**src/rtl/mul_issue_queue_if.sv**
```systemverilog
// Dispatch, multiplier and completion signals of the multiply issue queue.
// MUL_FLUSH_EN adds the flush input.
interface mul_issue_queue_if #(
  parameter int DEPTH = 4,
  parameter int TAG_W = 5
);
  logic                     in_valid;
  logic                     in_ready;
  logic [4:0]               in_op;
  logic [31:0]              in_rs1;
  logic [31:0]              in_rs2;
  logic [TAG_W-1:0]         in_tag;
  logic                     mul_start;
  logic [4:0]               mul_op_sel;
  logic [31:0]              mul_rs1;
  logic [31:0]              mul_rs2;
  logic                     mul_busy;
  logic                     mul_done;
  logic [31:0]              mul_result;
  logic                     out_valid;
  logic                     out_ready;
  logic [TAG_W-1:0]         out_tag;
  logic [31:0]              out_data;
  logic [$clog2(DEPTH):0]   q_count;
`ifdef MUL_FLUSH_EN
  logic                     flush;

  modport slave (
    input  in_valid, in_op, in_rs1, in_rs2, in_tag, mul_busy, mul_done, mul_result,
           out_ready, flush,
    output in_ready, mul_start, mul_op_sel, mul_rs1, mul_rs2, out_valid, out_tag,
           out_data, q_count
  );
  modport master (
    output in_valid, in_op, in_rs1, in_rs2, in_tag, mul_busy, mul_done, mul_result,
           out_ready, flush,
    input  in_ready, mul_start, mul_op_sel, mul_rs1, mul_rs2, out_valid, out_tag,
           out_data, q_count
  );
`else
  modport slave (
    input  in_valid, in_op, in_rs1, in_rs2, in_tag, mul_busy, mul_done, mul_result,
           out_ready,
    output in_ready, mul_start, mul_op_sel, mul_rs1, mul_rs2, out_valid, out_tag,
           out_data, q_count
  );
  modport master (
    output in_valid, in_op, in_rs1, in_rs2, in_tag, mul_busy, mul_done, mul_result,
           out_ready,
    input  in_ready, mul_start, mul_op_sel, mul_rs1, mul_rs2, out_valid, out_tag,
           out_data, q_count
  );
`endif
endinterface

```
**src/rtl/mul_issue_queue.sv**
```systemverilog
// Multiply issue queue: DEPTH-entry op FIFO feeding an iterative multiplier, one op in flight.
// Latency: push in cycle 0 -> mul_start cycle 1 -> out_valid cycle 37; in_ready = (count < DEPTH),
// completion held until out_ready. MUL_FLUSH_EN adds flush with a DRAIN state.
module mul_issue_queue #(
  parameter int DEPTH = 4,
  parameter int TAG_W = 5
) (
  input  logic             clk,
  input  logic             rst_n,
  mul_issue_queue_if.slave io
);
  localparam int PW = $clog2(DEPTH);
  localparam logic [PW:0] FULL = (PW+1)'(DEPTH);

  typedef struct packed {
    logic [4:0]       op;
    logic [31:0]      rs1;
    logic [31:0]      rs2;
    logic [TAG_W-1:0] tag;
  } entry_t;

`ifdef MUL_FLUSH_EN
  typedef enum logic [2:0] {IDLE, ISSUE, WAIT, CAPT, DRAIN} state_t;
`else
  typedef enum logic [1:0] {IDLE, ISSUE, WAIT, CAPT} state_t;
`endif

  entry_t           mem [DEPTH];
  entry_t           head;
  entry_t           new_entry;
  state_t           state;
  logic [PW-1:0]    wr_ptr, rd_ptr;
  logic [PW:0]      count;
  logic [TAG_W-1:0] tag_q, out_tag_q;
  logic [31:0]      out_data_q;
  logic             illegal_q, out_valid_q, mul_start_q;
  logic             flush, push, pop, issue_go;
  logic [4:0]       next_op;

  function automatic logic is_legal(input logic [4:0] op);
    return op[4:2] == 3'b100;
  endfunction

`ifdef MUL_FLUSH_EN
  assign flush = io.flush;
`else
  assign flush = 1'b0;
`endif

  assign head      = mem[rd_ptr];
  assign new_entry = '{op: io.in_op, rs1: io.in_rs1, rs2: io.in_rs2, tag: io.in_tag};
  assign push      = io.in_valid & io.in_ready & ~flush;
  assign pop       = (state == ISSUE);
  // An op pushed into an empty queue is issued straight away, so its opcode comes from the input.
  assign next_op   = (count == '0) ? io.in_op : head.op;
  assign issue_go  = (state == IDLE) & ((count != '0) | push) & ~io.mul_busy &
                     (~out_valid_q | io.out_ready) & ~flush;

  assign io.in_ready   = (count != FULL);
  assign io.q_count    = count;
  assign io.mul_start  = mul_start_q;
  assign io.mul_op_sel = head.op;
  assign io.mul_rs1    = head.rs1;
  assign io.mul_rs2    = head.rs2;
  assign io.out_valid  = out_valid_q;
  assign io.out_tag    = out_tag_q;
  assign io.out_data   = out_data_q;

  always_ff @(posedge clk) begin
    if (push) mem[wr_ptr] <= new_entry;
  end

  always_ff @(posedge clk or negedge rst_n) begin
    if (!rst_n) begin
      state       <= IDLE;
      wr_ptr      <= '0;
      rd_ptr      <= '0;
      count       <= '0;
      tag_q       <= '0;
      illegal_q   <= 1'b0;
      mul_start_q <= 1'b0;
      out_valid_q <= 1'b0;
      out_tag_q   <= '0;
      out_data_q  <= '0;
    end else begin
      if (push) wr_ptr <= wr_ptr + 1'b1;
      if (pop)  rd_ptr <= rd_ptr + 1'b1;
      case ({push, pop})
        2'b10:   count <= count + 1'b1;
        2'b01:   count <= count - 1'b1;
        default: ;
      endcase
      if (out_valid_q && io.out_ready) out_valid_q <= 1'b0;
      mul_start_q <= 1'b0;

      case (state)
        IDLE: if (issue_go) begin
          state       <= ISSUE;
          mul_start_q <= is_legal(next_op);
        end
        ISSUE: begin
          tag_q     <= head.tag;
          illegal_q <= ~is_legal(head.op);
          state     <= is_legal(head.op) ? WAIT : CAPT;
        end
        WAIT: if (io.mul_done) state <= CAPT;
        CAPT: begin
          out_valid_q <= 1'b1;
          out_tag_q   <= tag_q;
          out_data_q  <= illegal_q ? 32'd0 : io.mul_result;
          state       <= IDLE;
        end
`ifdef MUL_FLUSH_EN
        DRAIN: if (io.mul_done) state <= IDLE;
`endif
        default: state <= IDLE;
      endcase

`ifdef MUL_FLUSH_EN
      // A started multiply cannot be cancelled; DRAIN waits for it without keeping the result.
      if (flush) begin
        rd_ptr      <= wr_ptr;
        count       <= '0;
        out_valid_q <= 1'b0;
        case (state)
          ISSUE:   state <= is_legal(head.op) ? DRAIN : IDLE;
          WAIT:    state <= io.mul_done ? IDLE : DRAIN;
          CAPT:    state <= IDLE;
          default: ;
        endcase
      end
`endif
    end
  end
endmodule

```
**src/flat_wrapper.sv**
```systemverilog
// flat-port wrapper written by rule: the top's interface ports become plain ports
module mul_issue_queue_flat 
#(
  parameter int DEPTH = 4,
  parameter int TAG_W = 5
)
  (clk, rst_n, io_in_valid, io_in_op, io_in_rs1, io_in_rs2, io_in_tag, io_mul_busy, io_mul_done, io_mul_result, io_out_ready, io_in_ready, io_mul_start, io_mul_op_sel, io_mul_rs1, io_mul_rs2, io_out_valid, io_out_tag, io_out_data, io_q_count);
  mul_issue_queue_if #(.DEPTH(DEPTH), .TAG_W(TAG_W)) io_i ();
  input  logic clk;
  input  logic rst_n;
  input wire logic [$bits(io_i.in_valid)-1:0] io_in_valid;
  input wire logic [$bits(io_i.in_op)-1:0] io_in_op;
  input wire logic [$bits(io_i.in_rs1)-1:0] io_in_rs1;
  input wire logic [$bits(io_i.in_rs2)-1:0] io_in_rs2;
  input wire logic [$bits(io_i.in_tag)-1:0] io_in_tag;
  input wire logic [$bits(io_i.mul_busy)-1:0] io_mul_busy;
  input wire logic [$bits(io_i.mul_done)-1:0] io_mul_done;
  input wire logic [$bits(io_i.mul_result)-1:0] io_mul_result;
  input wire logic [$bits(io_i.out_ready)-1:0] io_out_ready;
  output wire logic [$bits(io_i.in_ready)-1:0] io_in_ready;
  output wire logic [$bits(io_i.mul_start)-1:0] io_mul_start;
  output wire logic [$bits(io_i.mul_op_sel)-1:0] io_mul_op_sel;
  output wire logic [$bits(io_i.mul_rs1)-1:0] io_mul_rs1;
  output wire logic [$bits(io_i.mul_rs2)-1:0] io_mul_rs2;
  output wire logic [$bits(io_i.out_valid)-1:0] io_out_valid;
  output wire logic [$bits(io_i.out_tag)-1:0] io_out_tag;
  output wire logic [$bits(io_i.out_data)-1:0] io_out_data;
  output wire logic [$bits(io_i.q_count)-1:0] io_q_count;
  assign io_i.in_valid = io_in_valid;
  assign io_i.in_op = io_in_op;
  assign io_i.in_rs1 = io_in_rs1;
  assign io_i.in_rs2 = io_in_rs2;
  assign io_i.in_tag = io_in_tag;
  assign io_i.mul_busy = io_mul_busy;
  assign io_i.mul_done = io_mul_done;
  assign io_i.mul_result = io_mul_result;
  assign io_i.out_ready = io_out_ready;
  assign io_in_ready = io_i.in_ready;
  assign io_mul_start = io_i.mul_start;
  assign io_mul_op_sel = io_i.mul_op_sel;
  assign io_mul_rs1 = io_i.mul_rs1;
  assign io_mul_rs2 = io_i.mul_rs2;
  assign io_out_valid = io_i.out_valid;
  assign io_out_tag = io_i.out_tag;
  assign io_out_data = io_i.out_data;
  assign io_q_count = io_i.q_count;
  mul_issue_queue #(.DEPTH(DEPTH), .TAG_W(TAG_W)) u_core (.clk(clk), .rst_n(rst_n), .io(io_i));
endmodule
```
**config.mk**
```make
export PLATFORM = sky130hd
export DESIGN_NAME = mul_issue_queue_flat
export DESIGN_NICKNAME = d
export VERILOG_FILES = /design/src/rtl/mul_issue_queue_if.sv /design/src/rtl/mul_issue_queue.sv /design/src/flat_wrapper.sv
export SDC_FILE = /design/constraint.sdc
export NUM_CORES = 1
export LEC_CHECK = 0
export ABC_CLOCK_PERIOD_IN_PS = 3900
export CAP_MARGIN = 10
export CORE_MARGIN = 2
export CORE_UTILIZATION = 53
export CTS_CLUSTER_SIZE = 24
export DETAILED_ROUTE_END_ITERATION = 12
export PLACE_DENSITY = 0.88
export SETUP_SLACK_MARGIN = 0.2
export SYNTH_ARGS = -nofsm -noshare
export SYNTH_HDL_FRONTEND = slang
export SYNTH_SLANG_ARGS = --single-unit
```
**constraint.sdc**
```tcl
create_clock -name clk -period 3.9 [get_ports clk]
set_input_delay 0.975 -clock clk [delete_from_list [all_inputs] [get_ports clk]]
set_output_delay 0.975 -clock clk [all_outputs]
set_load 0.005 [all_outputs]
```
==> metrics.txt <==
Max Clock Freq between 200 and 300 MHz; DRT Pass-1 Iters 4; Gates resized, CTS repair 0; Die ar. approximately 27000 sq um; final max-slew violation count 0; wire length on met2 roughly 13000 um; status finished, final reports clean; worst min path class flop to flop; Arr. time, crit path between 2 and 2.5 ns; clock latency on the worst-skew pair approximately 0.5 ns; Main synth FF type edfxtp_1; endpoints failing setup 0; Critical Path RT about 2.9 ns; syn_area_per_cell between 20 and 25 sq um; overall power consumption between 10 and 15 mW; # clock sinks 350; setup TNS 0 ns; H-tree level count 2; number of global-route vias before repair 6924; Lkg Pwr ~5.9 nW; Slew @ Worst Pin 1.04 ns; R2R Setup Slk 1.66 ns; fin crit share slightly below 90%; routed length on met3 2240 um; final hold vios 0; Residual DRC 0; r2r endpoint u_core.io.q_count[2]$_DFFE_PN0P_; post-route cell area about 17000 sq um; chip height ~160 um; Max FO, Critical Path 43; Synth Net Count 773; GRT Overall Usage between 15 and 20%; Peak supply drop roughly 0.00045 V; GRT Residual Overflow 0; Startpoint Class flop; DR vias between 6000 and 7000; first-pass GRT wire length slightly below 40000 um; EDFF count, synth between 200 and 300; Area contributors post-synth edfxtp_1, mux4_2, dfrtp_1; #FFs+latches synth between 300 and 400; DP Cell Count between 1000 and 1500; most frequent cells in the layout edfxtp_1, clkdlybuf4s50_1, mux4_2; Avg WL per Cell approximately 22 um; synthesized instance count 650; RSZ-0062 raised after global routing false; die width 164 um; HPWL after detailed placement roughly 16000 um; sequential area share after synthesis around three quarters; crit path kind flop to output pin; Synth top area share about 66%; critical hold path startpoint u_core.io.out_tag[2]$_DFFE_PN0P_; Crit. End Element output pin; post-CTS setup repair buffer count 0; Worst-path clk slew about 0.06 ns; Rel. slew slack 30.6%; pre-CTS setup slack 0.789 ns; Syn Std Cell Area ~14000 sq um; number of vias per cell approximately 5.5; # Max-Cap Violations 0; gpl congestion ~0.76; Max Used Layer met5; Synth area leader edfxtp_1; met1 wire length approximately 10000 um; nets@finish around 950; area grow syn2layout 25.1%; core area ~25000 sq um; CTS Hold Bufs 0; WHS about 0.51 ns; Cell Pwr Density 758 nW/um^2; Core Util, Final between 60% and 70%; root buf cell clkbuf_16; initial drt markers about 480; commonest non-fill, non-tap cell in the layout edfxtp_1; CTS tree done; Ports around 220; Yosys warning total 0; Setup Skew between 0.01 and 0.015 ns; hold endpoint u_core.io.out_tag[2]$_DFFE_PN0P_; R2R cell count 8; Hold Crit Depth 1; antenna violations before repair 1; worst r2r src u_core.state[1]$_DFFE_PN0P_; share of cells above drive strength 1 about 22%; number of port buffers around 220; crit path time final 3.46 ns; asr flop ratio synth roughly 15%; Finished Layout Cells between 1000 and 1500; DP Area 15800 sq um; Num CTS Buffers 36; worst setup margin between 0.4 and 0.5 ns; maximum clock path buffer count 3; Post-DRT Antenna Nets 0; synth unique cells 35; Initial Util between 50% and 60%; WL final about 26000 um; largest net degree at the start of global routing 55; Cell Rows 58
[area by class of cell]
| class | count | area, sq um |
|---|---|---|
| well taps | 330 | 413 |
| diodes | 1 | 2.50 |
| inverters | 9 | 33.8 |
| repair buffers | 240 | 2510 |
| fillers | 1610 | 8220 |
| multi-input cells | 194 | 2660 |
| flip-flops and latches | 350 | 10200 |
| clock buffers | 49 | 991 |
| clock inverters | 15 | 101 |
[registers in the layout (all words and copies together) (netlist names), 2 cells and up]
| name | flops |
|---|---|
| u_core.tag_q | 5 |
| u_core.state | 2 |
| u_core.wr_ptr | 2 |
| u_core.io.q_count | 3 |
| u_core.mem | 296 |
| u_core.io.out_data | 32 |
| u_core.io.out_tag | 5 |
| u_core.rd_ptr | 2 |
[synthesized netlist by cell type (2+ instances only)]
| library cell | n |
|---|---|
| clkbuf_1 | 12 |
| ha_1 | 10 |
| and3_1 | 5 |
| dfrtp_1 | 54 |
| xnor2_1 | 3 |
| mux4_2 | 74 |
| mux2_2 | 11 |
| buf_2 | 7 |
| buf_4 | 72 |
| nor2b_1 | 33 |
| xor2_1 | 3 |
| a31o_2 | 33 |
| edfxtp_1 | 296 |
| inv_1 | 9 |
| buf_1 | 5 |
| nor2_1 | 3 |
| nand2_1 | 2 |
[worst max-delay path by stage]
| stage | start | to | slack, ns |
|---|---|---|---|
| finish | u_core.rd_ptr[1]$_DFFE_PN0P_ | io_mul_rs1[31] | 0.44 |
| global route | u_core.rd_ptr[1]$_DFFE_PN0P_ | io_mul_rs2[22] | 0.33 |
| CTS | u_core.rd_ptr[0]$_DFFE_PN0P_ | io_mul_op_sel[0] | 0.24 |
| detailed placement | u_core.rd_ptr[0]$_DFFE_PN0P_ | io_mul_rs2[19] | 0.79 |
| global placement | u_core.rd_ptr[0]$_DFFE_PN0P_ | io_mul_op_sel[2] | 0.81 |
| floorplan | io_in_valid | u_core.mem[0][0]$_DFFE_PP_ | 0.70 |
[metal layers]
layer	up-vias	GRT usage, %
li1	2894	-
met1	3364	24.3
met2	284	32.9
met3	48	5.56
met4	2	5.34
met5	-	0
[power by group]
group          internal [mW]  switching [mW]  total, mW  leakage, nW
sequential              4.99           0.416       5.40         3.39
combinational           2.55            1.76       4.31         1.93
clock                   1.85            1.30       3.15        0.532
total                   9.39            3.47       12.9         5.85
[worst max-delay path, stage by stage (launching register included)]
cell             delay, ns
dfrtp_4               0.86
buf_12                0.29
mux4_2                0.33
clkdlybuf4s50_1       0.50
[cells by family (layout without fill, tap and decap cells)]
group                      count (synthesis)  count (layout)  share of synthesized area (%)
AOI/OAI and AO/OA                         39              39                           2.41
xor gates and xnor gates                   6               6                          0.387
adders and majority gates                 11              11                           1.07
buffers and inverters                    106             313                           5.05
DFF                                      350             350                           75.5
muxes                                     86              86                           13.3
other                                      0               1                              0
and+or+nand+nor                           52              52                           2.33
Note: power is estimated with default switching activity, not from simulation.
